==> config.mk <==
export PLATFORM = sky130hd
export DESIGN_NAME = project_wb_ctrl
export DESIGN_NICKNAME = d
export VERILOG_FILES = /design/src/rtl/project_wb_ctrl_pkg.sv /design/src/rtl/project_wb_ctrl_timer.sv /design/src/rtl/project_wb_ctrl.sv
export SDC_FILE = /design/constraint.sdc
export NUM_CORES = 1
export LEC_CHECK = 0
export BUFFER_PORTS_ARGS = -buffer_cell sky130_fd_sc_hd__buf_2
export CAP_MARGIN = 30
export CORE_AREA = 2 2 104 106
export DETAILED_ROUTE_END_ITERATION = 12
export DIE_AREA = 0 0 106 108
export MAX_ROUTING_LAYER = met4
export PLACE_DENSITY = 0.75
export REMOVE_ABC_BUFFERS = 1
export SYNTH_ARGS = -nofsm -noshare
export SYNTH_HDL_FRONTEND = slang
export SYNTH_SLANG_ARGS = --single-unit
==> constraint.sdc <==
create_clock -name clk -period 5.7 [get_ports clk]
set_input_delay 1.14 -clock clk [delete_from_list [all_inputs] [get_ports clk]]
set_output_delay 1.14 -clock clk [all_outputs]
set_load 0.02 [all_outputs]
==> src/rtl/project_wb_ctrl_pkg.sv <==
// Shared definitions for the multi-project Wishbone control block:
// register word offsets, register field positions and a byte-lane merge helper.
package project_wb_ctrl_pkg;

  // Word offsets (wbs_adr_i[7:2]) of the architected registers
  localparam logic [5:0] OFS_CTRL   = 6'h00;
  localparam logic [5:0] OFS_DATA   = 6'h01;
  localparam logic [5:0] OFS_RSTCNT = 6'h02;
  localparam logic [5:0] OFS_STATUS = 6'h03;

  // CTRL field positions
  localparam int SEL_LSB = 0;
  localparam int SEL_MSB = 2;
  localparam int SEL_W   = SEL_MSB - SEL_LSB + 1;
  localparam int EN_BIT  = 8;

  // STATUS field positions
  localparam int WCNT_MSB = 15;
  localparam int WCNT_W   = WCNT_MSB + 1;
  localparam int BUSY_BIT = 16;

  // Replace only the byte lanes whose enable is set, keep the others
  function automatic logic [31:0] merge_bytes(input logic [31:0] old_val,
                                              input logic [31:0] new_val,
                                              input logic [3:0]  be);
    logic [31:0] r;
    r = old_val;
    for (int b = 0; b < 4; b++) begin
      if (be[b]) r[8*b +: 8] = new_val[8*b +: 8];
    end
    return r;
  endfunction

endpackage

==> src/rtl/project_wb_ctrl_timer.sv <==
// Soft-reset hold counter: loadable down-counter that stops at zero.
// While the count is nonzero the selected project is held in reset.
module project_reset_timer #(
  parameter int W = 16
) (
  input  logic         clk,
  input  logic         reset_n,
  input  logic         load_i,
  input  logic [W-1:0] load_val_i,
  input  logic         clear_i,
  output logic         busy_o,
  output logic [W-1:0] count_o
);

  logic [W-1:0] count_q;

  // Clear wins over load; otherwise count down by one and hold at zero
  always_ff @(posedge clk) begin
    if (!reset_n) begin
      count_q <= '0;
    end else if (clear_i) begin
      count_q <= '0;
    end else if (load_i) begin
      count_q <= load_val_i;
    end else if (count_q != '0) begin
      count_q <= count_q - W'(1);
    end
  end

  assign busy_o  = (count_q != '0);
  assign count_o = count_q;

endmodule

==> src/rtl/project_wb_ctrl.sv <==
// Wishbone slave register block in front of the multi-project slots.
// Holds the project selection, the shared data word and the soft-reset
// timer, and drives per-project update strobes and resets.
module project_wb_ctrl
  import project_wb_ctrl_pkg::*;
#(
  parameter int          NUM_PROJECTS = 8,
  parameter logic [31:0] ADDR_BASE    = 32'h3000_0000,
  parameter int          RST_CNT_W    = 16
) (
  input  logic                    clk,
  input  logic                    reset_n,
  input  logic                    wbs_cyc_i,
  input  logic                    wbs_stb_i,
  input  logic                    wbs_we_i,
  input  logic [3:0]              wbs_sel_i,
  input  logic [31:0]             wbs_adr_i,
  input  logic [31:0]             wbs_dat_i,
  output logic                    wbs_ack_o,
  output logic [31:0]             wbs_dat_o,
  output logic [31:0]             proj_data,
  output logic [NUM_PROJECTS-1:0] proj_wb_update,
  output logic [NUM_PROJECTS-1:0] proj_reset,
  output logic [2:0]              active_project
);

  logic                    ack_q;
  logic [31:0]             dat_q;
  logic [31:0]             data_q;
  logic [SEL_W-1:0]        sel_q;
  logic                    en_q;
  logic [WCNT_W-1:0]       wcnt_q;
  logic [NUM_PROJECTS-1:0] upd_q;
  logic [NUM_PROJECTS-1:0] upd_d;
  logic [NUM_PROJECTS-1:0] rst_q;
  logic [NUM_PROJECTS-1:0] rst_d;

  logic                    hit;
  logic                    accept;
  logic                    wr_acc;
  logic                    rd_acc;
  logic [5:0]              ofs;
  logic                    sel_ok;
  logic [SEL_W-1:0]        sel_new;
  logic                    en_new;
  logic [31:0]             rd_data;
  logic [31:0]             rst_merge;
  logic                    tmr_busy;
  logic [RST_CNT_W-1:0]    tmr_count;
  logic                    tmr_load;
  logic                    tmr_clear;
  logic                    unused_ok;

  // A hit is only taken while no ack is outstanding, so each access acks once
  assign hit    = wbs_cyc_i && wbs_stb_i && (wbs_adr_i[31:8] == ADDR_BASE[31:8]);
  assign accept = hit && !ack_q;
  assign wr_acc = accept && wbs_we_i;
  assign rd_acc = accept && !wbs_we_i;
  assign ofs    = wbs_adr_i[7:2];

  // Only lane 0 carries sel and lane 1 carries en
  assign sel_new = wbs_sel_i[0] ? wbs_dat_i[SEL_MSB:SEL_LSB] : sel_q;
  assign en_new  = wbs_sel_i[1] ? wbs_dat_i[EN_BIT] : en_q;
  assign sel_ok  = en_q && (32'(sel_q) < 32'(NUM_PROJECTS));

  assign rst_merge = merge_bytes(32'(tmr_count), wbs_dat_i, wbs_sel_i);
  assign tmr_load  = wr_acc && (ofs == OFS_RSTCNT);
  assign tmr_clear = wr_acc && (ofs == OFS_CTRL);

  assign unused_ok = &{1'b0, wbs_adr_i[1:0], rst_merge};

  project_reset_timer #(
    .W (RST_CNT_W)
  ) u_timer (
    .clk        (clk),
    .reset_n    (reset_n),
    .load_i     (tmr_load),
    .load_val_i (rst_merge[RST_CNT_W-1:0]),
    .clear_i    (tmr_clear),
    .busy_o     (tmr_busy),
    .count_o    (tmr_count)
  );

  // Read mux over current register state; unmapped offsets read as zero
  always_comb begin
    rd_data = '0;
    case (ofs)
      OFS_CTRL: begin
        rd_data[SEL_MSB:SEL_LSB] = sel_q;
        rd_data[EN_BIT]          = en_q;
      end
      OFS_DATA:   rd_data = data_q;
      OFS_RSTCNT: rd_data = 32'(tmr_count);
      OFS_STATUS: begin
        rd_data[WCNT_MSB:0] = wcnt_q;
        rd_data[BUSY_BIT]   = tmr_busy;
      end
      default:    rd_data = '0;
    endcase
  end

  // Next-state of the per-project strobes and resets from current CTRL/timer
  always_comb begin
    upd_d = '0;
    rst_d = '1;
    for (int i = 0; i < NUM_PROJECTS; i++) begin
      upd_d[i] = wr_acc && (ofs == OFS_DATA) && sel_ok && (sel_q == i[SEL_W-1:0]);
      rst_d[i] = !en_q || (sel_q != i[SEL_W-1:0]) || tmr_busy;
    end
  end

  // Handshake and output registers: ack and read data live for one cycle
  always_ff @(posedge clk) begin
    if (!reset_n) begin
      ack_q <= 1'b0;
      dat_q <= '0;
      upd_q <= '0;
      rst_q <= '1;
    end else begin
      ack_q <= accept;
      dat_q <= rd_acc ? rd_data : 32'h0;
      upd_q <= upd_d;
      rst_q <= rst_d;
    end
  end

  // Writable register state: CTRL fields, DATA word and saturating write count
  always_ff @(posedge clk) begin
    if (!reset_n) begin
      sel_q  <= '0;
      en_q   <= 1'b0;
      data_q <= '0;
      wcnt_q <= '0;
    end else begin
      if (wr_acc && (ofs == OFS_CTRL)) begin
        sel_q <= sel_new;
        en_q  <= en_new;
      end
      if (wr_acc && (ofs == OFS_DATA)) begin
        data_q <= merge_bytes(data_q, wbs_dat_i, wbs_sel_i);
        if (wcnt_q != '1) wcnt_q <= wcnt_q + WCNT_W'(1);
      end
    end
  end

  assign wbs_ack_o      = ack_q;
  assign wbs_dat_o      = dat_q;
  assign proj_data      = data_q;
  assign proj_wb_update = upd_q;
  assign proj_reset     = rst_q;
  assign active_project = sel_q;

endmodule

==> qor.txt <==
status - completed
DRC violations left - 0
CP arrival - 3790 ps
# rows - 37
Reg2Reg Depth - 6
Initial Utilization - 49.31%
Seq/Total Area, Yosys - 46.43%
WL per Instance - 16.20 um
GPL Wtd Cong - 0.9306
largest net degree at the start of global routing - 25
multiplexer share of the synthesized area - 6.151%
Ys Warns - 0
Worst Tran Pin Value - 1086 ps
Leak - 2.726 nW
Synth Area in XOR/XNOR - 2.257%
design area - 0.006509 mm2
routed wire length - 14210 um
initial antenna violation count - 0
post-layout min period - 3322 ps
Tcrit/Tclk final - 58.28%
max frequency - 301.0 MHz
Final ANT Viol Nets - 0
PostCTS Resize Cnt - 0
H-tree Lvls - 4
crit end category - flip-flop
Post-synth EDFFs - 0
layer with the highest usage - met2
peak supply drop - 0.2219 mV
largest family of logic cells by synthesized area - simple AND/OR/NAND/NOR gates
share of layout cells above drive strength 1 - 28.07%
I/O Pins - 157
CP Class - in -> reg
CTS Buffer Depth - 2
total track usage - 25.57%
met3 Usage GRT - 5.967%
nets - 804
Layout Skew - 7.525 ps
min-delay src - proj_data[27]$_SDFFE_PN0P_
# clock sinks - 117
Final setup viols - 0
core footprint - 0.01023 mm2
WHS Path Cells - 2
Post-CTS Repair Setup Buffers - 0
clk_lat worst skew - 530 ps
Root Driver - clkbuf_8
Simple-Gate Fraction of Synth Area - 29.29%
commonest non-fill, non-tap cell in the layout - buf_2
die area - 0.01145 mm2
Die Y - 108 um
CTS buffer count - 17
Slew Viols, Final - 0
r2r endpoint - proj_reset[3]$_SDFF_PN1_
M1 GR Usage - 30.60%
Synth-to-Final Area Change - 29.02%
worst setup path start - wbs_adr_i[2]
GR Util met2 - 42.12%
die span in x - 106 um
power density cells - 389.3 mW/mm2
commonest cells after routing, fill and taps aside - buf_2, dfxtp_1, nand2_1
Antenna Cells - 0
synthesized cell area - 0.005045 mm2
GRT overflow - 0
Async S/R FF share, synth - 0%
setup TNS - 0 ps
Setup crit start kind - input pin
CP required - 6170 ps
Slew HR - 27.01%
hold crit path type - reg -> reg
1st-pass router iterations - 6
Hold Violations, Final - 0
Starting DRT DRC Count - 350
TritonCTS clock tree - built
dpl cell area - 0.005888 mm2
vias in the first global route - 4574
total number of vias - 4841
adder-cell share of the synthesized area - 0.7440%
Detailed Place HPWL - 10210 um
Post-Syn Instances - 581
RSZ-0062 raised after global routing - false
synthesized flop and latch total - 117
Synth Flop Type - dfxtp_1
CTS Hold Bufs - 0
Yosys cell types - 55
Max Cap Viol - 0
worst hold endpoint - proj_data[27]$_SDFFE_PN0P_
I/O Buffers - 154
first-pass GRT wire length - 22160 um
via/cell ratio - 5.520
clock-pin slew on the worst setup and hold paths - 60 ps
mean area per synthesized cell - 8.683 um2
Crit Reg-Reg Startpoint - u_timer.count_o[2]$_SDFFE_PP0P_
Compound-Gate Fraction of Synth Area - 11.63%
critical path fanouts, max - 24
reg-to-reg slack, setup - 2960 ps
==> sequential cells by signal (all words and copies together) (netlist names) <==
name,cells
u_timer.count_o,16
proj_reset,8
wbs_ack_o,1
wbs_dat_o,32
proj_data,32
active_project,3
proj_wb_update,8
wcnt_q,16
en_q,1
==> layout make-up <==
| type | instances | area (um2) |
|---|---|---|
| Clock buffer | 19 | 441.7 |
| Clock inverter | 13 | 178.9 |
| Fill cell | 867 | 3722 |
| Inverter | 13 | 48.80 |
| Multi-Input combinational cell | 422 | 2526 |
| Sequential cell | 117 | 2342 |
| Tap cell | 136 | 170.2 |
| Timing Repair Buffer | 157 | 800.8 |
==> metal layers <==
| metal | share of wire [%] | vias up |
|---|---|---|
| li1 | - | 2335 |
| met1 | 41 | 2275 |
| met2 | 51 | 204 |
| met3 | 6.7 | 27 |
| met4 | 1.7 | 0 |
| met5 | 0 | - |
==> power breakdown <==
group | total (mW) | switching, mW | leakage [nW] | internal [mW]
Clock | 1.11 | 0.383 | 0.296 | 0.730
Combinational | 0.473 | 0.267 | 1.49 | 0.206
Sequential | 0.947 | 0.0795 | 0.945 | 0.868
Total | 2.53 | 0.729 | 2.73 | 1.80
==> synthesized netlist by cell type, types with 3 or more instances <==
master	instances	area share, %
dfxtp_1	117	46
nand2_1	90	6.7
nor2_1	63	4.7
a21oi_1	43	4.3
mux2i_1	31	6.2
clkbuf_1	23	1.7
nand3_1	20	2.0
and2_1	19	2.4
nor3_1	16	1.6
o21ai_0	15	1.5
inv_1	11	0.82
nand4_1	10	1.2
or3_1	9	1.1
o21ai_1	8	0.79
xor2_1	8	1.4
a211oi_1	7	1.0
nor4_1	7	0.87
o2bb2ai_1	6	1.0
or4_1	6	0.89
a22oi_1	5	0.74
nor4_4	5	2.1
xnor2_1	5	0.87
a221oi_1	4	0.69
nor4_2	4	0.99
a31oi_1	3	0.37
buf_2	3	0.30
ha_1	3	0.74
nand2b_1	3	0.37
nand4b_1	3	0.52
nor2b_1	3	0.37
==> critical path, cell delays in order <==
cell	delay [ps]
buf_2	510
and2b_1	490
nand2_4	150
nor3_4	340
nand4_1	450
or4_1	550
a21oi_1	140
==> worst max path at each step <==
stage                                       endpoint
CTS                           wcnt_q[9]$_SDFFE_PN0P_
global route                  wcnt_q[9]$_SDFFE_PN0P_
detailed placement            wcnt_q[9]$_SDFFE_PN0P_
floorplan           u_timer.count_o[10]$_SDFFE_PP0P_
global placement              wcnt_q[9]$_SDFFE_PN0P_
finish                        wcnt_q[9]$_SDFFE_PN0P_
==> logic make-up (layout without fill, tap and decap cells) <==
group	Yosys count	after routing
xor gates and xnor gates	13	13
adders and majority gates	3	3
AOI/OAI and AO/OA	99	99
and+or+nand+nor	276	276
DFF	117	117
buffers and inverters	42	202
muxes	31	31
==> per-stage QoR <==
| stage | std cells | setup slack (ps) | util [%] | hold WS (ps) | power, mW |
|---|---|---|---|---|---|
| 5_1_grt | 877 | 2257 | 63.62 | 487.3 | 2.638 |
| 3_3_place_gp | 844 | 2007 | 57.40 | 451.8 | 1.400 |
| 4_1_cts | 877 | 2462 | 63.62 | 467.0 | 2.529 |
| 6_report | 877 | 2378 | 63.62 | 460.0 | 2.534 |
| 3_5_place_dp | 845 | 1910 | 57.55 | 459.3 | 1.420 |
| 2_1_floorplan | 552 | 2607 | - | 466.0 | 1.284 |
Note: power is estimated with default switching activity, not from simulation.
